**config.mk**
```make
export PLATFORM = sky130hd
export DESIGN_NAME = cic_comp_fir
export DESIGN_NICKNAME = d
export VERILOG_FILES = /design/src/rtl/cic_comp_fir.sv
export SDC_FILE = /design/constraint.sdc
export NUM_CORES = 2
export LEC_CHECK = 0
export BUFFER_PORTS_ARGS = -buffer_cell sky130_fd_sc_hd__buf_2
export CORE_ASPECT_RATIO = 1.4
export CORE_MARGIN = 2
export CORE_UTILIZATION = 65
export CTS_CLUSTER_DIAMETER = 200
export DETAILED_ROUTE_END_ITERATION = 8
export GPL_TIMING_DRIVEN = 0
export PLACE_DENSITY = 0.82
export SYNTH_ARGS = -nofsm -noshare
export SYNTH_HDL_FRONTEND = slang
export SYNTH_SLANG_ARGS = --single-unit
```
**constraint.sdc**
```tcl
create_clock -name clk -period 30.7 [get_ports clk]
set_input_delay 1.535 -clock clk [delete_from_list [all_inputs] [get_ports clk]]
set_output_delay 1.535 -clock clk [all_outputs]
set_load 0.01 [all_outputs]
```
**src/rtl/cic_comp_fir.sv**
```systemverilog
// cic_comp_fir: serial-MAC FIR compensation filter with decimate-by-2.
//
// Sits behind the PDM CIC decimator.
// - Each accepted word has IN_OFFSET removed and is shifted into a TAPS-deep
//   delay line.
// - Every second acceptance starts one multiply-accumulate pass, one tap per
//   cycle.
// - The pass result is rounded half-up from Q2.(COEF_W-2) and presented on
//   a valid/ready output.
//
// Optional feature macro: CICCOMP_SAT_EN
//   defined   -> output clamped to OUT_W signed range, out_sat flags clipping
//   undefined -> output is the low OUT_W bits (wrap), out_sat tied to 0
//
// Ports:
//   clk, rst                       clock, async active-high reset
//   in_data/in_valid/in_ready      CIC sample input handshake
//   out_data/out_valid/out_ready   PCM sample output handshake
//   out_sat                        current out_data was clipped
//   coef_we/coef_addr/coef_data    coefficient write port (IDLE only)
//   coef_err                       one-cycle pulse on a rejected write
module cic_comp_fir #(
  parameter int IN_W      = 17,
  parameter int OUT_W     = 16,
  parameter int COEF_W    = 16,
  parameter int TAPS      = 16,
  parameter int IN_OFFSET = 0
) (
  input  logic              clk,
  input  logic              rst,
  input  logic [IN_W-1:0]   in_data,
  input  logic              in_valid,
  output logic              in_ready,
  output logic [OUT_W-1:0]  out_data,
  output logic              out_valid,
  input  logic              out_ready,
  output logic              out_sat,
  input  logic              coef_we,
  input  logic [5:0]        coef_addr,
  input  logic [COEF_W-1:0] coef_data,
  output logic              coef_err
);

  localparam int S_W    = IN_W + 1;
  localparam int PROD_W = S_W + COEF_W;
  localparam int ACC_W  = PROD_W + $clog2(TAPS);
  localparam int IDX_W  = $clog2(TAPS);
  localparam int CNT_W  = $clog2(TAPS + 1);
  localparam int SHIFT  = COEF_W - 2;

  // Unity gain in tap 0, all other taps zero.
  localparam logic [TAPS-1:0][COEF_W-1:0] COEF_RST = (TAPS*COEF_W)'(1) << SHIFT;
  localparam logic signed [ACC_W-1:0]     RND      = ACC_W'(1) << (SHIFT - 1);

  typedef enum logic [1:0] {S_IDLE, S_MAC, S_ROUND, S_OUT} state_t;

  state_t                       state_q, state_d;
  logic [TAPS-1:0][S_W-1:0]     dly_q, dly_d;
  logic [TAPS-1:0][COEF_W-1:0]  coef_q, coef_d;
  logic                         phase_q, phase_d;
  logic [CNT_W-1:0]             tap_q, tap_d;
  logic signed [PROD_W-1:0]     prod_q, prod_d;
  logic signed [ACC_W-1:0]      acc_q, acc_d;
  logic [OUT_W-1:0]             out_data_q, out_data_d;
  logic                         out_sat_q, out_sat_d;
  logic                         coef_err_q, coef_err_d;

  logic                         accept;
  logic                         coef_ok;
  logic [S_W-1:0]               s_in;
  logic [IDX_W-1:0]             tap_idx;

  assign accept   = in_valid && (state_q == S_IDLE);
  assign coef_ok  = (state_q == S_IDLE) && ({1'b0, coef_addr} < 7'(TAPS));
  assign s_in     = S_W'(in_data) - S_W'(IN_OFFSET);
  assign tap_idx  = tap_q[IDX_W-1:0];

  assign in_ready  = (state_q == S_IDLE);
  assign out_valid = (state_q == S_OUT);
  assign out_data  = out_data_q;
  assign out_sat   = out_sat_q;
  assign coef_err  = coef_err_q;

`ifdef CICCOMP_SAT_EN
  logic signed [ACC_W-1:0]   y;
  logic [ACC_W-OUT_W:0]      y_hi;
  assign y    = (acc_q + RND) >>> SHIFT;
  assign y_hi = y[ACC_W-1:OUT_W-1];
`endif

  always_comb begin
    state_d    = state_q;
    dly_d      = dly_q;
    coef_d     = coef_q;
    phase_d    = phase_q;
    tap_d      = tap_q;
    prod_d     = prod_q;
    acc_d      = acc_q;
    out_data_d = out_data_q;
    out_sat_d  = out_sat_q;
    coef_err_d = coef_we && !coef_ok;

    // A write in the same IDLE cycle as a pair-completing acceptance lands
    // before the first product is formed, so the pass sees the new value.
    if (coef_we && coef_ok) coef_d[coef_addr[IDX_W-1:0]] = coef_data;

    unique case (state_q)
      S_IDLE: begin
        if (accept) begin
          dly_d   = {dly_q[TAPS-2:0], s_in};
          phase_d = ~phase_q;
          if (phase_q) begin
            acc_d   = '0;
            tap_d   = '0;
            state_d = S_MAC;
          end
        end
      end
      // Multiply is registered, so accumulation trails it by one cycle and
      // the pass spans TAPS+1 cycles (tap_q = 0..TAPS).
      S_MAC: begin
        tap_d = tap_q + 1'b1;
        if (tap_q < CNT_W'(TAPS))
          prod_d = PROD_W'($signed(coef_q[tap_idx])) * PROD_W'($signed(dly_q[tap_idx]));
        else
          prod_d = '0;
        if (tap_q != '0) acc_d = acc_q + ACC_W'(prod_q);
        if (tap_q == CNT_W'(TAPS)) state_d = S_ROUND;
      end
      S_ROUND: begin
`ifdef CICCOMP_SAT_EN
        // Fits in OUT_W only if all bits from the OUT_W sign bit up agree.
        if (!(&y_hi) && (|y_hi)) begin
          out_data_d = y[ACC_W-1] ? {1'b1, {(OUT_W-1){1'b0}}} : {1'b0, {(OUT_W-1){1'b1}}};
          out_sat_d  = 1'b1;
        end else begin
          out_data_d = y[OUT_W-1:0];
          out_sat_d  = 1'b0;
        end
`else
        out_data_d = OUT_W'((acc_q + RND) >>> SHIFT);
        out_sat_d  = 1'b0;
`endif
        state_d = S_OUT;
      end
      S_OUT: begin
        if (out_ready) state_d = S_IDLE;
      end
      default: state_d = S_IDLE;
    endcase
  end

  always_ff @(posedge clk or posedge rst) begin
    if (rst) begin
      state_q    <= S_IDLE;
      dly_q      <= '0;
      coef_q     <= COEF_RST;
      phase_q    <= 1'b0;
      tap_q      <= '0;
      prod_q     <= '0;
      acc_q      <= '0;
      out_data_q <= '0;
      out_sat_q  <= 1'b0;
      coef_err_q <= 1'b0;
    end else begin
      state_q    <= state_d;
      dly_q      <= dly_d;
      coef_q     <= coef_d;
      phase_q    <= phase_d;
      tap_q      <= tap_d;
      prod_q     <= prod_d;
      acc_q      <= acc_d;
      out_data_q <= out_data_d;
      out_sat_q  <= out_sat_d;
      coef_err_q <= coef_err_d;
    end
  end

endmodule
```
Yosys cells after proc, flatten, opt, wreduce, memory -nomap -nowiden. Cells that the tools add are included.

Bits in writable memories: 0. Memory bits (read-only): 0. Memories kept: 0. Register bits: 625. Input bits: 44. Bits in latches: 0.

Div/mod/pow operators: 0. Add/subtract/negate cells: 3. Multiply operators: 1. Mux-type cells: 20. Eq/ne operators: 9. Order comparisons: 5. Reduce and logical (&&, ||, !) cells: 13. Bitwise logic cells: 1. Shift-type cells: 0.

Operator list (count): $bwmux 256 (1); $mux 38 (3); $pmux 38 s2 (1); $bmux 18 s4 (1); $bmux 16 s4 (1); $demux 16 s4 (1); $add 38x34->38 (1); $mul 16x18->34 (1); $mux 34 (1); $mux 16 (2); $add 30x15->30 const B (1); $mux 18 (1); $lt 4x5->1 const B (2); $mux 5 (2); $pmux 5 s2 (1); $mux 2 (4); $pmux 2 s4 (1); $reduce_and 4->1 (2); $lt 6x5->1 const B (1); $ne 2x1->1 const B (3); $add 5x1->5 const B (1); $eq 5x5->1 const B (1); $logic_and 1x1->1 (5); $lt 5x5->1 const B (1); 11 further kinds (13).

Logic depth before layout (Yosys ltp).
Depth in word-level cells: 5. Gate-level depth with buffers: 33. Gate-level depth less buffers: 26.

Worst setup path before layout. OpenSTA, ideal clock, no wires.

Path kind: reg-to-reg. From: register tap_q[0]. To: register prod_q[29]. Required time: 30579 ps. Arrival time: 7464 ps. Cell stages (with the launch flop): 28. Buffers on the path: 5. Library setup time: 121 ps. Slack: 23115 ps. Cells stage by stage: dfrtp_1 > buf_6 > buf_4 > buf_6 > buf_2 > mux4_2 > mux2_2 > o21ai_1 > nor2_1 > fa_1 > inv_1 > fa_1 > fa_1 > inv_1 > ha_1 > fa_1 > inv_1 > fa_1 > inv_1 > ha_1 > clkbuf_1 > a2111oi_0 > a21oi_1 > nor2_1 > o211ai_1 > a41oi_1 > xor2_1 > a22o_1.

Cells in the longest elaborated chain, start to end: 4.

RTL lines: from (decl) (line 61) `logic [CNT_W-1:0] tap_q, tap_d;`; from (signal assigned) (line 170) `tap_q <= tap_d;`; $bmux 16 s4 or $bmux 18 s4 (tied branches) (line 124) `prod_d = PROD_W'($signed(coef_q[tap_idx])) * PROD_W'($signed(dly_q[tap_idx]));`; $mux 16 (implied by the code) or $mux 18 (tied branches) (line 124); $mul 16x18->34 (line 124); $mux 34 * (line 123) `if (tap_q < CNT_W'(TAPS))`; to (signal assigned) (line 171) `prod_q <= prod_d;`; to (decl) (line 62) `logic signed [PROD_W-1:0] prod_q, prod_d;`.

Mark *: on every way between the ends. The rest lies on a longest branch, timed or not. The select of a mux whose other input is x is not followed. A chain may end at the register's enable or synchronous reset.

Worst setup path in the final report.
From: register tap_q[3]. To: register prod_q[29].

Same word-level chain as after synthesis.

==> summary.log <==
INFO  worst_setup_path critical_path.startpoint_type=flop
INFO  synthesis      syn_avg_cell_area=12.4um2
INFO  placed_design  placed_cells=3799
INFO  clock_tree     tritoncts=yes
INFO  route          initialDrtViolationCount=1993
INFO  cells_and_area finish.net_count=3509
INFO  sta            max_clock_freq=92.0MHz
INFO  sta            final.min_clock_period=10.86ns
INFO  clock_tree     post-cts-setup-buffers=0
INFO  power_and_ir_drop power_per_cell_area=112mW/mm2
INFO  run            max_cap_violations=0
INFO  synthesis      post_synth_inst_count=2998
INFO  synthesis      post_synth_fa_ha_maj_area_fraction=15.7%
INFO  power_and_ir_drop sequentialPowerShare=27.3%
INFO  synthesis      ys_warn_count=0
INFO  sta            totalNegativeSetupSlack=0ns
INFO  synthesis      synth.ff_latch_count=613
INFO  power_and_ir_drop power_frac_comb=57.2%
INFO  clock_tree     insertion_delay=0.67ns
INFO  worst_setup_path critical_path.endpoint_type=flop
INFO  floorplan      initial_core_util=65.9%
INFO  synthesis      leading_register_cell_type_out_of_synthesis=sky130_fd_sc_hd__dfrtp_1
INFO  floorplan      die_height=287um
INFO  route          avgRoutedWirePerCell=26.4um
INFO  placed_design  number_of_port_buffers=62
INFO  global_route   globalRoute.totalOverflow=0
INFO  worst_setup_path critical-path-slowest-cell=sky130_fd_sc_hd__clkbuf_1
INFO  clock_tree     ctsRootBufferMaster=sky130_fd_sc_hd__clkbuf_16
INFO  synthesis      yosys.area_share.simple=5.86%
INFO  clock_tree     tritoncts_num_sinks=613
INFO  global_route   track_usage=36.2%
INFO  sta            clock-skew-final=0.0466ns
INFO  placed_design  gp_congestion=0.957
INFO  placed_design  dp.final_hpwl=75600um
INFO  synthesis      synth_fp_nets=3386
INFO  synthesis      xor_xnor_fraction_of_synth_area=1.50%
INFO  clock_tree     clock_tree.buffer_depth=3
INFO  worst_setup_path critPathArrivalTime=11.39ns
INFO  cells_and_area area_growth_syn_to_layout=8.53%
INFO  worst_setup_path critical_path_peak_fanout=10
INFO  worst_setup_path crit_path_buffers_inverters=8
INFO  floorplan      floorplan.io_pins=64
INFO  sta            unrepaired_setup_endpoints_after_global_routing=no
INFO  power_and_ir_drop cellLeakagePower=19.3nW
INFO  power_and_ir_drop cell_internal_pwr=0.00246W
INFO  floorplan      chipWidth=206um
INFO  worst_setup_path critical-path-max-stage-delay=1.03ns
INFO  clock_tree     post_cts_resized=0
INFO  power_and_ir_drop ir_worst_vdd=0.0717mV
INFO  synthesis      synth_async_sr_flop_share=100%
INFO  synthesis      yosysSeqAreaShare=41.2%
INFO  min_path       min_path_type=reg -> reg
INFO  sta            finalHoldViolations=0
INFO  synthesis      ys_types=78
INFO  clock_tree     worst_setup_hold_path_clk_slew=0.07ns
INFO  synthesis      cell_area_after_technology_mapping=0.0373mm2
INFO  route          antenna_left=0
INFO  worst_setup_path worst-endpoint-required=31.23ns
INFO  power_and_ir_drop switching_share_of_total_power=45.8%
INFO  floorplan      core=0.0566mm2
INFO  synthesis      largest_family_of_logic_cells_by_synthesized_area=multiplexers
INFO  cells_and_area layoutNonFillerInstCount=3902
INFO  global_route   antenna_found_initial=3
INFO  worst_setup_path cpLargestDelayFamily=adder cells
INFO  sta            finalSetupViolCount=0
INFO  cells_and_area mostFrequentLayoutCells=612 x sky130_fd_sc_hd__dfrtp_1, 552 x sky130_fd_sc_hd__mux2_2, 309 x sky130_fd_sc_hd__inv_1
INFO  clock_tree     htree_num_levels=2
INFO  cells_and_area most_common_cell_after_layout_fill_and_taps_aside=sky130_fd_sc_hd__dfrtp_1
INFO  synthesis      compound_cell_area_share_of_the_yosys_netlist=5.05%
INFO  outcome        outcome=complete, no violations
INFO  clock_tree     cts.hold.buffers_added=0
INFO  route          detail_route.wirelength=103000um
INFO  global_route   grt_pass1_wl=158000um
INFO  route          post-route-drc-count=0
INFO  synthesis      synth_enable_flop_cells=0
INFO  sta            headroom_to_the_max_slew_limit=6.26%
INFO  sta            final_number_of_max_transition_violations=0
INFO  floorplan      die_area=0.0593mm2
INFO  cells_and_area post_route_cells_drive_above_1_share=29.1%
INFO  route          via_count=25000
INFO  global_route   largest_net_degree_at_the_start_of_global_routing=151
INFO  route          first_pass_iters=6
INFO  floorplan      standard_cell_rows=103
INFO  worst_setup_path worst_path_most_repeated_cell=sky130_fd_sc_hd__fa_1
INFO  power_and_ir_drop switchingPower=0.00208W
INFO  global_route   grt_pass1_vias=27300
INFO  route          drt-vias-per-instance=6.42
INFO  sta            worst_slew_pin_slew=1.41ns
INFO  power_and_ir_drop p_clk_share=15.5%
INFO  clock_tree     cts-buffers-inserted=55
INFO  sta            finalCritPeriodShare=35.4%
INFO  synthesis      multiplexer_fraction_of_the_synthesized_cell_area=25.6%
INFO  worst_setup_path critical_path_class=reg -> reg
[synthesized netlist by cell type (all sizes together), types with 3 or more instances]
cell | count | area (um2)
nor3 | 7 | 40.0
fa | 208 | 4160
mux4 | 136 | 3070
dfrtp | 612 | 15300
a211oi | 7 | 57.6
a21oi | 55 | 275
a2111oi | 3 | 33.8
o32ai | 3 | 26.3
a22o | 20 | 175
o21ai | 81 | 428
clkbuf | 94 | 353
or2 | 10 | 62.6
nand2b | 16 | 100
o211ai | 9 | 67.6
mux2i | 24 | 240
o31ai | 12 | 90.1
a21o | 20 | 150
ha | 136 | 1700
nand2 | 208 | 781
o21a | 14 | 105
nor2b | 16 | 100
xor2 | 31 | 272
nor4 | 3 | 18.8
o21bai | 7 | 52.6
inv | 311 | 1170
mux2 | 552 | 6220
nor3b | 3 | 22.5
buf | 65 | 360
a221o | 3 | 30.0
a31oi | 7 | 43.8
nor2 | 196 | 743
or3 | 9 | 56.3
and3 | 3 | 18.8
a22oi | 5 | 37.5
nand3 | 23 | 115
o22ai | 3 | 18.8
nand4 | 11 | 68.8
xnor2 | 32 | 288
and2 | 4 | 25.0
a32o | 6 | 60.1
[cell type report]
| cell class | count | area [um2] |
|---|---|---|
| well taps | 735 | 920 |
| plain buffers | 159 | 713 |
| clock inverters | 20 | 219 |
| inverters | 313 | 1190 |
| diodes | 1 | 2.50 |
| flip-flops and latches | 613 | 15300 |
| multi-input cells | 1913 | 20000 |
| repair buffers | 66 | 420 |
| fillers | 3757 | 16100 |
| clock buffers | 82 | 1610 |
[per-layer routing]
layer / vias up / global-route usage [%] / wire length [um]
li1: 10600 / - / -
met1: 13000 / 41.2 / 35800
met2: 1038 / 62.0 / 52300
met3: 411 / 6.19 / 6450
met4: 6 / 25.0 / 8190
met5: - / 0 / 39
[cell families (layout without fill, tap and decap cells)]
family / count (synthesis) / after routing
multiplexers: 712 / 712
flip-flops: 613 / 613
AND/OR/NAND/NOR: 513 / 513
buffers and inverters: 472 / 640
adder cells (fa/ha/maj): 344 / 344
AO/OA/AOI/OAI: 280 / 280
XOR/XNOR: 63 / 63
other: 1 / 2
[sequential cells by signal, indices dropped and copies added, names as in the netlist]
name      flops
phase_q       1
out_data     16
coef_q      256
acc_q        30
dly_q       272
state_q       2
coef_err      1
prod_q       30
tap_q         5
[power groups by stage]
stage          clock network [W]  registers (W)  logic [W]
6_report                0.000703        0.00124    0.00259
5_1_grt                 0.000739        0.00127    0.00284
4_1_cts                 0.000705        0.00123    0.00258
3_5_place_dp                   0        0.00124    0.00256
3_3_place_gp                   0        0.00122    0.00247
2_1_floorplan                  0        0.00118    0.00185
[path summary, 6_finish.rpt]
path	startpoint	slack (ns)	endpoint	cells past startpoint
max in group asynchronous	rst	26.85	coef_q[215]$_DFFE_PP0P_	6
min in group asynchronous	rst	0.95	acc_q[6]$_DFFE_PP0P_	2
max reg2reg	tap_q[3]$_DFFE_PP0P_	19.84	prod_q[29]$_DFFE_PP0P_	25
min reg2reg	acc_q[0]$_DFFE_PP0P_	0.48	acc_q[0]$_DFFE_PP0P_	2
max	tap_q[3]$_DFFE_PP0P_	19.84	prod_q[29]$_DFFE_PP0P_	25
min	acc_q[0]$_DFFE_PP0P_	0.48	acc_q[0]$_DFFE_PP0P_	2
[worst reg2reg max path, stage by stage, from the launching register on]
cell	delay, ns
sky130_fd_sc_hd__dfrtp_1	0.45
sky130_fd_sc_hd__clkbuf_1	0.87
sky130_fd_sc_hd__clkbuf_1	0.83
sky130_fd_sc_hd__clkbuf_1	1.03
sky130_fd_sc_hd__mux2_2	0.45
sky130_fd_sc_hd__o21ai_1	0.78
sky130_fd_sc_hd__nor2_1	0.16
sky130_fd_sc_hd__fa_1	0.56
sky130_fd_sc_hd__inv_1	0.06
sky130_fd_sc_hd__fa_1	0.50
sky130_fd_sc_hd__fa_1	0.52
sky130_fd_sc_hd__inv_1	0.04
sky130_fd_sc_hd__ha_1	0.30
sky130_fd_sc_hd__fa_1	0.58
sky130_fd_sc_hd__inv_1	0.08
sky130_fd_sc_hd__fa_1	0.56
sky130_fd_sc_hd__inv_1	0.05
sky130_fd_sc_hd__ha_1	0.28
sky130_fd_sc_hd__clkbuf_1	0.19
sky130_fd_sc_hd__a2111oi_0	0.85
sky130_fd_sc_hd__a21oi_1	0.27
sky130_fd_sc_hd__nor2_1	0.43
sky130_fd_sc_hd__o211ai_1	0.29
sky130_fd_sc_hd__a41oi_1	0.30
sky130_fd_sc_hd__xor2_1	0.10
sky130_fd_sc_hd__a22o_1	0.20
[stage by stage]
| stage | utilization [%] | setup slack, ns | hold slack [ns] | power, W | cell area, um2 |
|---|---|---|---|---|---|
| after floorplan | - | 12.00 | 0.443 | 0.00303 | 37300 |
| after global placement | 68.0 | 7.23 | 0.456 | 0.00368 | 38500 |
| after detailed placement | 68.2 | 20.08 | 0.471 | 0.00381 | 38600 |
| after CTS | 71.5 | 20.04 | 0.486 | 0.00451 | 40400 |
| after global routing | 71.5 | 19.71 | 0.514 | 0.00485 | 40400 |
| final | 71.5 | 19.84 | 0.482 | 0.00454 | 40400 |
(Power assumes the default switching activity.)
